===== config.mk =====
export PLATFORM = sky130hd
export DESIGN_NAME = motor_ramp_controller
export DESIGN_NICKNAME = d
export VERILOG_FILES = /design/src/rtl/motor_ramp_controller.sv
export SDC_FILE = /design/constraint.sdc
export NUM_CORES = 1
export LEC_CHECK = 0
export BUFFER_PORTS_ARGS = -buffer_cell sky130_fd_sc_hd__clkbuf_2
export CORE_MARGIN = 5
export CORE_UTILIZATION = 42
export DETAILED_ROUTE_END_ITERATION = 7
export SLEW_MARGIN = 15
export SYNTH_ARGS = -nofsm -noshare
export SYNTH_HDL_FRONTEND = slang
export SYNTH_SLANG_ARGS = --single-unit

===== constraint.sdc =====
create_clock -name clk -period 2.7 [get_ports clk]
set_input_delay 0.27 -clock clk [delete_from_list [all_inputs] [get_ports clk]]
set_output_delay 0.27 -clock clk [all_outputs]
set_load 0.005 [all_outputs]

===== src/rtl/motor_ramp_controller.sv =====
`default_nettype none
// ============================================================================
// Module      : motor_ramp_controller
// Description : Soft-start/soft-stop speed ramp with safe direction reversal.
// Revision    : 1.0 - initial release
// ============================================================================
module motor_ramp_controller #(
    parameter int STEP_DIV  = 50000,
    parameter int STEP_SIZE = 1
) (
    input  logic       clk,
    input  logic       rst,
    input  logic [7:0] target_speed,
    input  logic       target_dir,
    input  logic       load,
    output logic [7:0] set_speed,
    output logic       motor_dir,
    output logic       busy,
    output logic       done
);

    localparam int              c_PW       = (STEP_DIV > 1) ? $clog2(STEP_DIV) : 1;
    localparam logic [c_PW-1:0] c_PRE_LAST = c_PW'(STEP_DIV - 1);
    localparam logic [c_PW-1:0] c_PRE_ONE  = c_PW'(1);
    localparam logic [8:0]      c_STEP     = 9'(STEP_SIZE);

    localparam logic [1:0] c_S_IDLE    = 2'd0;
    localparam logic [1:0] c_S_UP      = 2'd1;
    localparam logic [1:0] c_S_DOWN    = 2'd2;
    localparam logic [1:0] c_S_REVERSE = 2'd3;

    logic [1:0]      r_state;
    logic [1:0]      w_next_state;
    logic [7:0]      r_tgt_spd;
    logic            r_tgt_dir;
    logic [c_PW-1:0] r_prescaler;
    logic [7:0]      r_set_speed;
    logic            r_motor_dir;
    logic            r_busy;
    logic            r_done;

    logic            w_tick;
    logic [8:0]      w_up_sum;
    logic [8:0]      w_dn_diff;
    logic [7:0]      w_speed_nxt;
    logic            w_dir_nxt;
    logic            w_busy_nxt;
    logic            w_done_nxt;

    assign w_tick = (r_state != c_S_IDLE) && (r_prescaler == c_PRE_LAST);

    // State register
    always_ff @(posedge clk or posedge rst) begin
        if (rst) begin
            r_state <= c_S_IDLE;
        end else begin
            r_state <= w_next_state;
        end
    end

    // Next-state: a pending direction change dominates, even at zero speed
    always_comb begin
        w_next_state = c_S_IDLE;
        if (r_motor_dir != r_tgt_dir) begin
            w_next_state = c_S_REVERSE;
        end else if (r_set_speed < r_tgt_spd) begin
            w_next_state = c_S_UP;
        end else if (r_set_speed > r_tgt_spd) begin
            w_next_state = c_S_DOWN;
        end
    end

    // Output/datapath next values; sums are 9 bits so clamping sees overflow
    always_comb begin
        w_up_sum    = {1'b0, r_set_speed} + c_STEP;
        w_dn_diff   = {1'b0, r_set_speed} - c_STEP;
        w_speed_nxt = r_set_speed;
        w_dir_nxt   = r_motor_dir;
        if (w_tick) begin
            case (r_state)
                c_S_UP: begin
                    w_speed_nxt = (w_up_sum > {1'b0, r_tgt_spd}) ? r_tgt_spd : w_up_sum[7:0];
                end
                c_S_DOWN: begin
                    w_speed_nxt = (w_dn_diff[8] || (w_dn_diff[7:0] < r_tgt_spd))
                                  ? r_tgt_spd : w_dn_diff[7:0];
                end
                c_S_REVERSE: begin
                    // Direction only flips after a full step period parked at zero
                    if (r_set_speed != 8'd0) begin
                        w_speed_nxt = w_dn_diff[8] ? 8'd0 : w_dn_diff[7:0];
                    end else begin
                        w_dir_nxt = r_tgt_dir;
                    end
                end
                default: begin
                    w_speed_nxt = r_set_speed;
                end
            endcase
        end
        w_busy_nxt = (w_next_state != c_S_IDLE);
        w_done_nxt = (r_state != c_S_IDLE) && (w_next_state == c_S_IDLE);
    end

    always_ff @(posedge clk or posedge rst) begin
        if (rst) begin
            r_tgt_spd   <= 8'd0;
            r_tgt_dir   <= 1'b0;
            r_prescaler <= '0;
            r_set_speed <= 8'd0;
            r_motor_dir <= 1'b0;
            r_busy      <= 1'b0;
            r_done      <= 1'b0;
        end else begin
            if (load) begin
                r_tgt_spd <= target_speed;
                r_tgt_dir <= target_dir;
            end
            if ((r_state == c_S_IDLE) || w_tick) begin
                r_prescaler <= '0;
            end else begin
                r_prescaler <= r_prescaler + c_PRE_ONE;
            end
            r_set_speed <= w_speed_nxt;
            r_motor_dir <= w_dir_nxt;
            r_busy      <= w_busy_nxt;
            r_done      <= w_done_nxt;
        end
    end

    assign set_speed = r_set_speed;
    assign motor_dir = r_motor_dir;
    assign busy      = r_busy;
    assign done      = r_done;

endmodule
`default_nettype wire


==> out/qor.yml, run 1 <==
status: "finished with violations"
violations: "negative setup slack"
via_count: 2862
maxSlewHeadroom: 0.663
worst_slew_pin_slew_ps: 506
dp_hpwl_mm: 6.50
power_leakage_uw: 0.00182
grt_usage: 0.214
cp.required_ps: 2930
cp-end-kind: "flip-flop"
p_seq_frac: 0.504
vias_per_cell: 5.78
p_int_uw: 966
synthCells: 335
setup_ws_ps: -157
ys_types: 49
grt_overflow: 0
wl_per_cell_um: 18.1
switching_share: 0.307
clkSinkCount: 38
hp-class: "in2reg"
p_per_area_nw_per_um2: 367
layout-drive-gt1-share: 0.318
rsz0062_at_grt: "true"
grt_pass1_vias: 2902
die_area_um2: 8590
synthSimpleGateAreaFrac: 0.203
synthesis.area_um2: 2870
antenna_found_initial: 0
critPathArrivalTime_ps: 3090
hold_ws_ps: 180
avgSynthCellArea_um2: 8.58
grt_pass1_wl_mm: 14.4
ir_drop_mv: 0.481
routed_wirelength_mm: 8.95
row_count: 30
maxCapViolCount: 0
cts_tree: "yes"
setup_viol: 8
critPathLaunchType: "flip-flop"
critPathMaxFanout: 5
nNetsFinal: 452
crit_type: "reg2reg"
cts-buffers-inserted: 5
clk_pin_slew_worst_paths_ps: 80
synth_top_family_by_area: "compound AO/OA/AOI/OAI gates"
ys.flop_type: "dfrtp_1"
area_growth_pct: 32.4
ys_seq_area_frac: 0.331
place_inst: 466
fmaxAchievable_mhz: 350
finalSetupTns_ps: -957
pwr-share-clk: 0.295
die_height_um: 92.7
synth_edf_count: 0
slowest_delay_ps: 500
combPwrFrac: 0.200
fin_skew_ps: 14.2
antenna_cells: 0
drtIter0Drc: 170
fin_crit_sh: 1.06
switching_power_uw: 428
drtAntennaViolNets: 0
synth_adder_area_share: 0.113
htreeDepth: 2
yosysTopAreaCellShare: 0.331
ys_warn_count: 0
core_area_um2: 6720
yosys.area.top_type: "dfrtp_1"
ios: 23
path_cells: "nor4_4, nand3b_1, xor2_1, inv_1, ha_4, o21ai_4, o211ai_1, nand3_2, or4b_1, nand4_1, a22o_1"
gp_congestion: 0.965
io_buffers: 22
hold_viol_final: 0
clock_insertion_delay_worst_skew_ps: 290
cp_slowest_cell: "or4b_1"
clock_path_buffers: 2
cts-root-buf: "clkbuf_8"
start_util: 0.428
final_cell_mix: "buf_4, dfrtp_1, nor2_1"
synthArstFlopShare: 1.00
ys_top_cells_by_area: "dfrtp_1, ha_1, o21ai_0"
layout_commonest_cell: "buf_4"
first_pass_iters: 5
instances_no_fill: 495
drc: 0
synth-xor-area-share: 0.0793
slew_violations: 0
synth_compound_area_frac: 0.203
period_minus_slack_ps: 2860
ys_ff_latch: 38
syn-num-nets: 373
synth_mux_area_frac: 0.0118
dieWidth_um: 92.7
grt_max_degree: 20
## final cells by class
cell class,instances,area (um^2)
fill,566,2920
multi-input combinational,257,1950
sequential,38,956
timing repair buffer,88,619
tap,80,100
inverter,24,90.1
clock buffer,7,86.3
clock inverter,1,5.00
## worst paths after layout
path | start | to | slack [ps] | cells past startpoint
max | set_speed[2] | set_speed[2] | -160 | 11
min | target_speed[6] | r_tgt_spd[6] | 180 | 3
max reg2reg | set_speed[2] | set_speed[2] | -160 | 11
min reg2reg | r_prescaler[0] | r_prescaler[0] | 490 | 1
max in group asynchronous | rst | set_speed[0] | 1660 | 4
min in group asynchronous | rst | r_tgt_spd[5] | 450 | 3
## kinds of logic (layout without fill, tap and decap cells)
group,after synthesis,after routing
xor gates and xnor gates,26,26
AOI/OAI and AO/OA,88,88
DFF,38,38
buffers and inverters,40,120
adders and majority gates,26,26
muxes,3,3
and+or+nand+nor,114,114
## stage by stage
step | instance area, um^2 | util | total power (uW) | setup slack, ps
3_3_place_gp | 3390 | 0.504 | 949 | -167
3_5_place_dp | 3390 | 0.504 | 956 | -192
6_report | 3800 | 0.566 | 1390 | -157
4_1_cts | 3720 | 0.553 | 1390 | -72.0
2_1_floorplan | 2940 | - | 873 | -14.4
5_1_grt | 3800 | 0.566 | 1480 | -297
## synth_stat cells (2+ instances only)
| library cell | number |
|---|---|
| o31a_1 | 5 |
| a211oi_1 | 4 |
| o32a_1 | 5 |
| inv_1 | 23 |
| nor4_1 | 3 |
| o211ai_1 | 6 |
| and4bb_1 | 2 |
| clkbuf_1 | 10 |
| nand3_1 | 10 |
| buf_2 | 3 |
| mux2_2 | 3 |
| buf_4 | 2 |
| nor2b_1 | 3 |
| xor2_1 | 14 |
| and3b_1 | 2 |
| a21o_1 | 4 |
| or2_2 | 2 |
| o211a_1 | 2 |
| nor2_1 | 34 |
| nand4_1 | 11 |
| nand2_1 | 21 |
| and3_1 | 2 |
| a21oi_1 | 13 |
| ha_1 | 26 |
| xnor2_1 | 12 |
| o21a_1 | 7 |
| dfrtp_1 | 38 |
| nor3_1 | 16 |
| o21ai_0 | 31 |
| o31ai_1 | 2 |
## flip-flops by register name, summed over array words and instances (netlist names)
register	flops
r_tgt_dir	1
done	1
r_state	2
r_tgt_spd	8
set_speed	8
motor_dir	1
busy	1
r_prescaler	16
## metal layers
layer	global-route usage	vias to the layer above	routed length (um)
met5	0	-	0
met4	0.106	0	451
met3	0.0366	38	525
met2	0.363	112	4230
met1	0.262	1345	3740
li1	-	1367	-
## power groups by stage
stage / Clock (uW) / Combinational [uW] / Sequential [uW]
floorplan: 0 / 177 / 695
global placement: 0 / 239 / 710
detailed placement: 0 / 245 / 711
CTS: 418 / 273 / 701
global route: 451 / 315 / 714
finish: 411 / 279 / 703
## what timing repair did
action                                 in CTS  in global routing
pin swaps                                  21                  7
hold buffers                                1                  0
endpoints found under the hold margin       6                  0
setup endpoints to repair                   8                  8
resized for setup                          25                 10
setup buffers                              14                  6
## critical path: cells and delay by family (launching register included)
family	cells	cell delay, ps
AND/OR/NAND/NOR	5	1290
adder cells (fa/ha/maj)	1	290
XOR/XNOR	1	190
AO/OA/AOI/OAI	3	460
flip-flops	1	450
buffers and inverters	1	100
Note: power is estimated with default switching activity, not from simulation.
==> inputs of run 2 (changes only) <==
Settings changed: CORE_UTILIZATION 42 to 45, PLACE_DENSITY from default to 0.65.
==> out/qor.yml, run 2 (synthesis gave the netlist of run 1 again) <==
status: "finished with violations"  # unchanged
violations: "negative setup slack"  # unchanged
combPwrFrac: 0.178  # was 0.200
drc: 0  # unchanged
placed_cell_area_um2: 3360  # was 3390 um^2
regMostFlops: "r_prescaler"  # unchanged
dpl_worst_slack_ps: -148  # was -192 ps
p_int_uw: 1050  # was 966 uW
die_area_um2: 8080  # was 8590 um^2
p_per_area_nw_per_um2: 396  # was 367 nW/um^2
setup_ws_ps: -25.9  # was -157 ps
largest_reg_flops: 16  # unchanged
vias_per_cell: 5.82  # was 5.78
switching_power_uw: 416  # was 428 uW
worst_slew_pin_slew_ps: 571  # was 506 ps
htreeDepth: 2  # unchanged
fin_crit_sh: 1.01  # was 1.06
drtAntennaViolNets: 0  # unchanged
fmaxAchievable_mhz: 367  # was 350 MHz
ios: 23  # unchanged
nNetsFinal: 433  # was 452
crit_type: "reg2reg"  # unchanged
maxCapViolCount: 0  # unchanged
layout_commonest_cell: "buf_4"  # unchanged
slew_violations: 0  # unchanged
power.total_uw: 1470  # was 1390 uW
fillers: 557  # was 566
grt_usage: 0.199  # was 0.214
clkSinkCount: 38  # unchanged
io_buffers: 22  # unchanged
period_minus_slack_ps: 2730  # was 2860 ps
row_count: 29  # was 30
drtIter0Drc: 226  # was 170
critPathLaunchType: "flip-flop"  # unchanged
switching_share: 0.283  # was 0.307
clock_path_buffers: 2  # unchanged
clock_insertion_delay_worst_skew_ps: 300  # was 290 ps
ir_drop_mv: 0.362  # was 0.481 mV
critPathArrivalTime_ps: 2910  # was 3090 ps
hp-class: "in2reg"  # unchanged
layout-drive-gt1-share: 0.290  # was 0.318
power_leakage_uw: 0.00174  # was 0.00182 uW
gp_congestion: 0.840  # was 0.965
cp-end-kind: "flip-flop"  # unchanged
critPathMaxFanout: 4  # was 5
grt_overflow: 0  # unchanged
area_growth_pct: 29.0  # was 32.4%
first_pass_iters: 5  # unchanged
grt_pass1_vias: 2780  # was 2902
antenna_found_initial: 0  # unchanged
setup_viol: 5  # was 8
wl_per_cell_um: 16.9  # was 18.1 um
cts_tree: "yes"  # unchanged
via_count: 2751  # was 2862
dieWidth_um: 89.9  # was 92.7 um
maxSlewHeadroom: 0.619  # was 0.663
hold_viol_final: 0  # unchanged
start_util: 0.458  # was 0.428
postLayoutCoreUtil: 0.590  # was 0.566
cts-root-buf: "clkbuf_8"  # unchanged
cts-buffers-inserted: 5  # unchanged
grt_max_degree: 29  # was 20
p_seq_frac: 0.477  # was 0.504
clk_pin_slew_worst_paths_ps: 90  # was 80 ps
antenna_cells: 0  # unchanged
routed_wirelength_mm: 7.97  # was 8.95 mm
pwr-share-clk: 0.346  # was 0.295
fin_skew_ps: 17.8  # was 14.2 ps
cp.required_ps: 2880  # was 2930 ps
core_area_um2: 6280  # was 6720 um^2
post-route-cell-area_um2: 3700  # was 3800 um^2
rsz0062_at_grt: "true"  # unchanged
dp_hpwl_mm: 5.97  # was 6.50 mm
die_height_um: 89.9  # was 92.7 um
final_cell_mix: "buf_4, dfrtp_1, nor2_1"  # unchanged
grt_pass1_wl_mm: 13.4  # was 14.4 mm
finalSetupTns_ps: -86.5  # was -957 ps
[run 2: metal layers]
metal | vias to the layer above | global-route usage | part of all wire
met4 | 0 | 0.0707 | 0.027
met3 | 14 | 0.0267 | 0.048
met2 | 86 | 0.344 | 0.49
met5 | - | 0 | 0
li1 | 1327 | - | -
met1 | 1324 | 0.253 | 0.44
[run 2: power by group through the flow]
stage	clock (uW)	combinational [uW]	sequential [uW]
2_1_floorplan	0	177	695
3_3_place_gp	0	239	710
3_5_place_dp	0	245	709
4_1_cts	514	254	700
5_1_grt	542	300	710
6_report	507	261	700
[run 2: worst paths after layout]
kind                                 startpoint        endpoint  slack [ps]  cells after the start
worst max register to register     set_speed[0]    set_speed[2]         -30                     12
max in group asynchronous                   rst  r_prescaler[4]        1460                      4
worst max-delay path               set_speed[0]    set_speed[2]         -30                     12
min in group asynchronous                   rst    r_tgt_spd[1]         480                      3
worst min-delay path            target_speed[2]    r_tgt_spd[2]         170                      3
worst min register to register   r_prescaler[0]  r_prescaler[0]         480                      1
[run 2: what timing repair did]
action / CTS / global route
resized for setup: 19 / 20
buffers inserted: 1 / 3
endpoints found under the hold margin: 10 / 0
hold buffers: 1 / 0
pin swaps: 7 / 12
endpoints found under the setup margin: 8 / 8
[run 2: cell type report]
type | instances | area (um^2) | area share
multi-input combinational | 257 | 1970 | 0.532
sequential | 38 | 956 | 0.258
timing repair buffer | 69 | 477 | 0.129
tap | 77 | 96.3 | 0.0260
inverter | 24 | 90.1 | 0.0243
clock buffer | 7 | 86.3 | 0.0233
clock inverter | 1 | 30.0 | 0.00811
[run 2: worst max-delay path: stages, from the launching register on]
cell and delay, ps:
dfrtp_2 450, inv_1 130, ha_4 170, nor3b_4 180, xnor2_1 200, inv_1 80, ha_1 200, a211oi_2 310
o21bai_2 130, buf_4 160, nor3_1 290, o31ai_1 110, a22o_1 200
[run 2: through the flow]
stage                     instances  hold slack (ps)
after floorplan                 335              379
after global placement          460              261
after detailed placement        460              272
after CTS                       470              175
after global routing            473              190
final                           473              173
==> inputs of run 3 (changes only) <==
Settings changed: CORE_ASPECT_RATIO from default to 0.75, CORE_UTILIZATION 45 to 50, GPL_TIMING_DRIVEN from default to 0, PLACE_DENSITY 0.65 to 0.71.
==> out/qor.yml, run 3 (synthesis gave the netlist of run 1 again) <==
reg2reg_depth: 12  # unchanged
largest_reg_flops: 16  # unchanged
start_util: 0.525  # was 0.458
grt_pass1_vias: 2654  # was 2780
maxSlewHeadroom: 0.593  # was 0.619
critPathArrivalTime_ps: 3090  # was 2910 ps
die_height_um: 75.6  # was 89.9 um
fmaxAchievable_mhz: 349  # was 367 MHz
core_area_um2: 5470  # was 6280 um^2
grt_usage: 0.233  # was 0.199
period_minus_slack_ps: 2860  # was 2730 ps
instances_no_fill: 469  # was 473
clk_pin_slew_worst_paths_ps: 80  # was 90 ps
status: "finished with violations"  # unchanged
p_per_area_nw_per_um2: 417  # was 396 nW/um^2
nNetsFinal: 431  # was 433
cp.required_ps: 2930  # was 2880 ps
clkSinkCount: 38  # unchanged
setup_ws_ps: -163  # was -25.9 ps
path_cells: "buf_6, nor4_4, nand3b_1, xor2_2, inv_2, ha_4, o21ai_4, o21ai_2, and3b_2, or4b_4, nand4_1, a22o_1"  # was inv_1, ha_4, nor3b_4, xnor2_1, inv_1, ha_1, a211oi_2, o21bai_2, buf_4, nor3_1, o31ai_1, a22o_1
place_inst: 433  # was 460
grt_max_degree: 30  # was 29
wl_per_cell_um: 17.5  # was 16.9 um
power_leakage_uw: 0.00173  # was 0.00174 uW
hold_path_end: "r_tgt_spd[3]"  # was r_tgt_spd[2]
fin_crit_sh: 1.06  # was 1.01
ir_drop_mv: 0.361  # was 0.362 mV
drtIter0Drc: 268  # was 226
grt_pass1_wl_mm: 13.6  # was 13.4 mm
crit_start: "set_speed[3]"  # was set_speed[0]
hp-class: "in2reg"  # unchanged
io_buffers: 22  # unchanged
antenna_found_initial: 0  # unchanged
crit_type: "reg2reg"  # unchanged
r2r_slack_ps: -160  # was -30 ps
slowest_delay_ps: 530  # was 450 ps
dp_hpwl_mm: 5.61  # was 5.97 mm
setup_viol: 8  # was 5
htreeDepth: 2  # unchanged
layout-drive-gt1-share: 0.284  # was 0.290
via_count: 2781  # was 2751
antenna_cells: 0  # unchanged
gp_congestion: 0.935  # was 0.840
cp-end-kind: "flip-flop"  # unchanged
slew_violations: 0  # unchanged
post-route-cell-area_um2: 3740  # was 3700 um^2
hold_depth: 3  # unchanged
regMostFlops: "r_prescaler"  # unchanged
drtAntennaViolNets: 0  # unchanged
cp_slowest_cell: "or4b_4"  # was dfrtp_2
violations: "negative setup slack"  # unchanged
final_cell_mix: "nor2_1, dfrtp_1, o21ai_0, buf_4, clkbuf_2"  # was buf_4, dfrtp_1, nor2_1
power.total_uw: 1560  # was 1470 uW
clock_path_buffers: 2  # unchanged
cts_tree: "yes"  # unchanged
grt_overflow: 0  # unchanged
first_pass_iters: 5  # unchanged
ios: 23  # unchanged
placed_cell_area_um2: 3160  # was 3360 um^2
vias_per_cell: 5.93  # was 5.82
routed_wirelength_mm: 8.21  # was 7.97 mm
critPathLaunchType: "flip-flop"  # unchanged
row_count: 23  # was 29
rsz0062_at_grt: "true"  # unchanged
fillers: 428  # was 557
cts-buffers-inserted: 5  # unchanged
hold_viol_final: 0  # unchanged
r2r-end: "set_speed[2]"  # unchanged
clock_insertion_delay_worst_skew_ps: 290  # was 300 ps
critPathMaxFanout: 5  # was 4
dieWidth_um: 97.5  # was 89.9 um
cts-root-buf: "clkbuf_8"  # unchanged
area_growth_pct: 30.4  # was 29.0%
maxCapViolCount: 0  # unchanged
fin_skew_ps: 6.38  # was 17.8 ps
drc: 0  # unchanged
hold_path.startpoint: "target_speed[3]"  # was target_speed[2]
worst_slew_pin_slew_ps: 605  # was 571 ps
die_area_um2: 7380  # was 8080 um^2
reg2reg_from: "set_speed[3]"  # was set_speed[0]
## run 3: final cells by class
type,count,area (um^2),share of cell area
buffer,14,95.1,0.0254
clock buffer,5,68.8,0.0184
clock inverter,3,68.8,0.0184
inverter,24,90.1,0.0241
multi-input combinational,257,2000,0.534
sequential,38,956,0.255
tap,75,93.8,0.0251
timing repair buffer,53,374,0.0999
## run 3: power breakdown
group	internal (uW)	leakage [uW]	switching [uW]	total (uW)
Clock	370	0.0000683	216	586
Combinational	124	0.00118	148	272
Sequential	632	0.000482	72.3	704
## run 3: how the worst max path moves through the flow
stage,to,slack (ps),depth (start not counted)
2_1_floorplan,set_speed[2],-10,13
3_3_place_gp,set_speed[0],-420,11
3_5_place_dp,set_speed[0],-420,11
4_1_cts,set_speed[2],-110,12
5_1_grt,set_speed[2],-280,12
6_report,set_speed[2],-160,12
## run 3: per-layer routing
layer | track usage | vias to the layer above | wire, um
met5 | 0 | - | 0
met4 | 0.0645 | 0 | 112
met3 | 0.0622 | 14 | 812
met2 | 0.355 | 144 | 3440
met1 | 0.331 | 1302 | 3850
li1 | - | 1321 | -
## run 3: repair_timing
| action | in CTS | in global routing |
|---|---|---|
| pin swaps | 18 | 11 |
| hold buffers | 1 | 0 |
| gates resized for setup | 31 | 15 |
| endpoints found under the setup margin | 8 | 8 |
| endpoints found under the hold margin | 9 | 0 |
| setup buffers | 27 | 2 |
## run 3: metrics by stage
step,setup slack [ps],hold slack (ps),TNS [ps],util
6_report,-163,180,-933,0.685
4_1_cts,-106,180,-429,0.671
2_1_floorplan,-14.4,379,-14.4,-
5_1_grt,-280,188,-1900,0.685
3_3_place_gp,-415,475,-2730,0.575
3_5_place_dp,-423,188,-2890,0.578
## run 3: critical path: cells and delay by family (launching register included)
kind	cells	cell delay (ps)
simple gates	5	1370
flops	1	400
compound gates	3	350
fa+ha+maj	1	280
buf+inv	2	210
xor+xnor	1	200
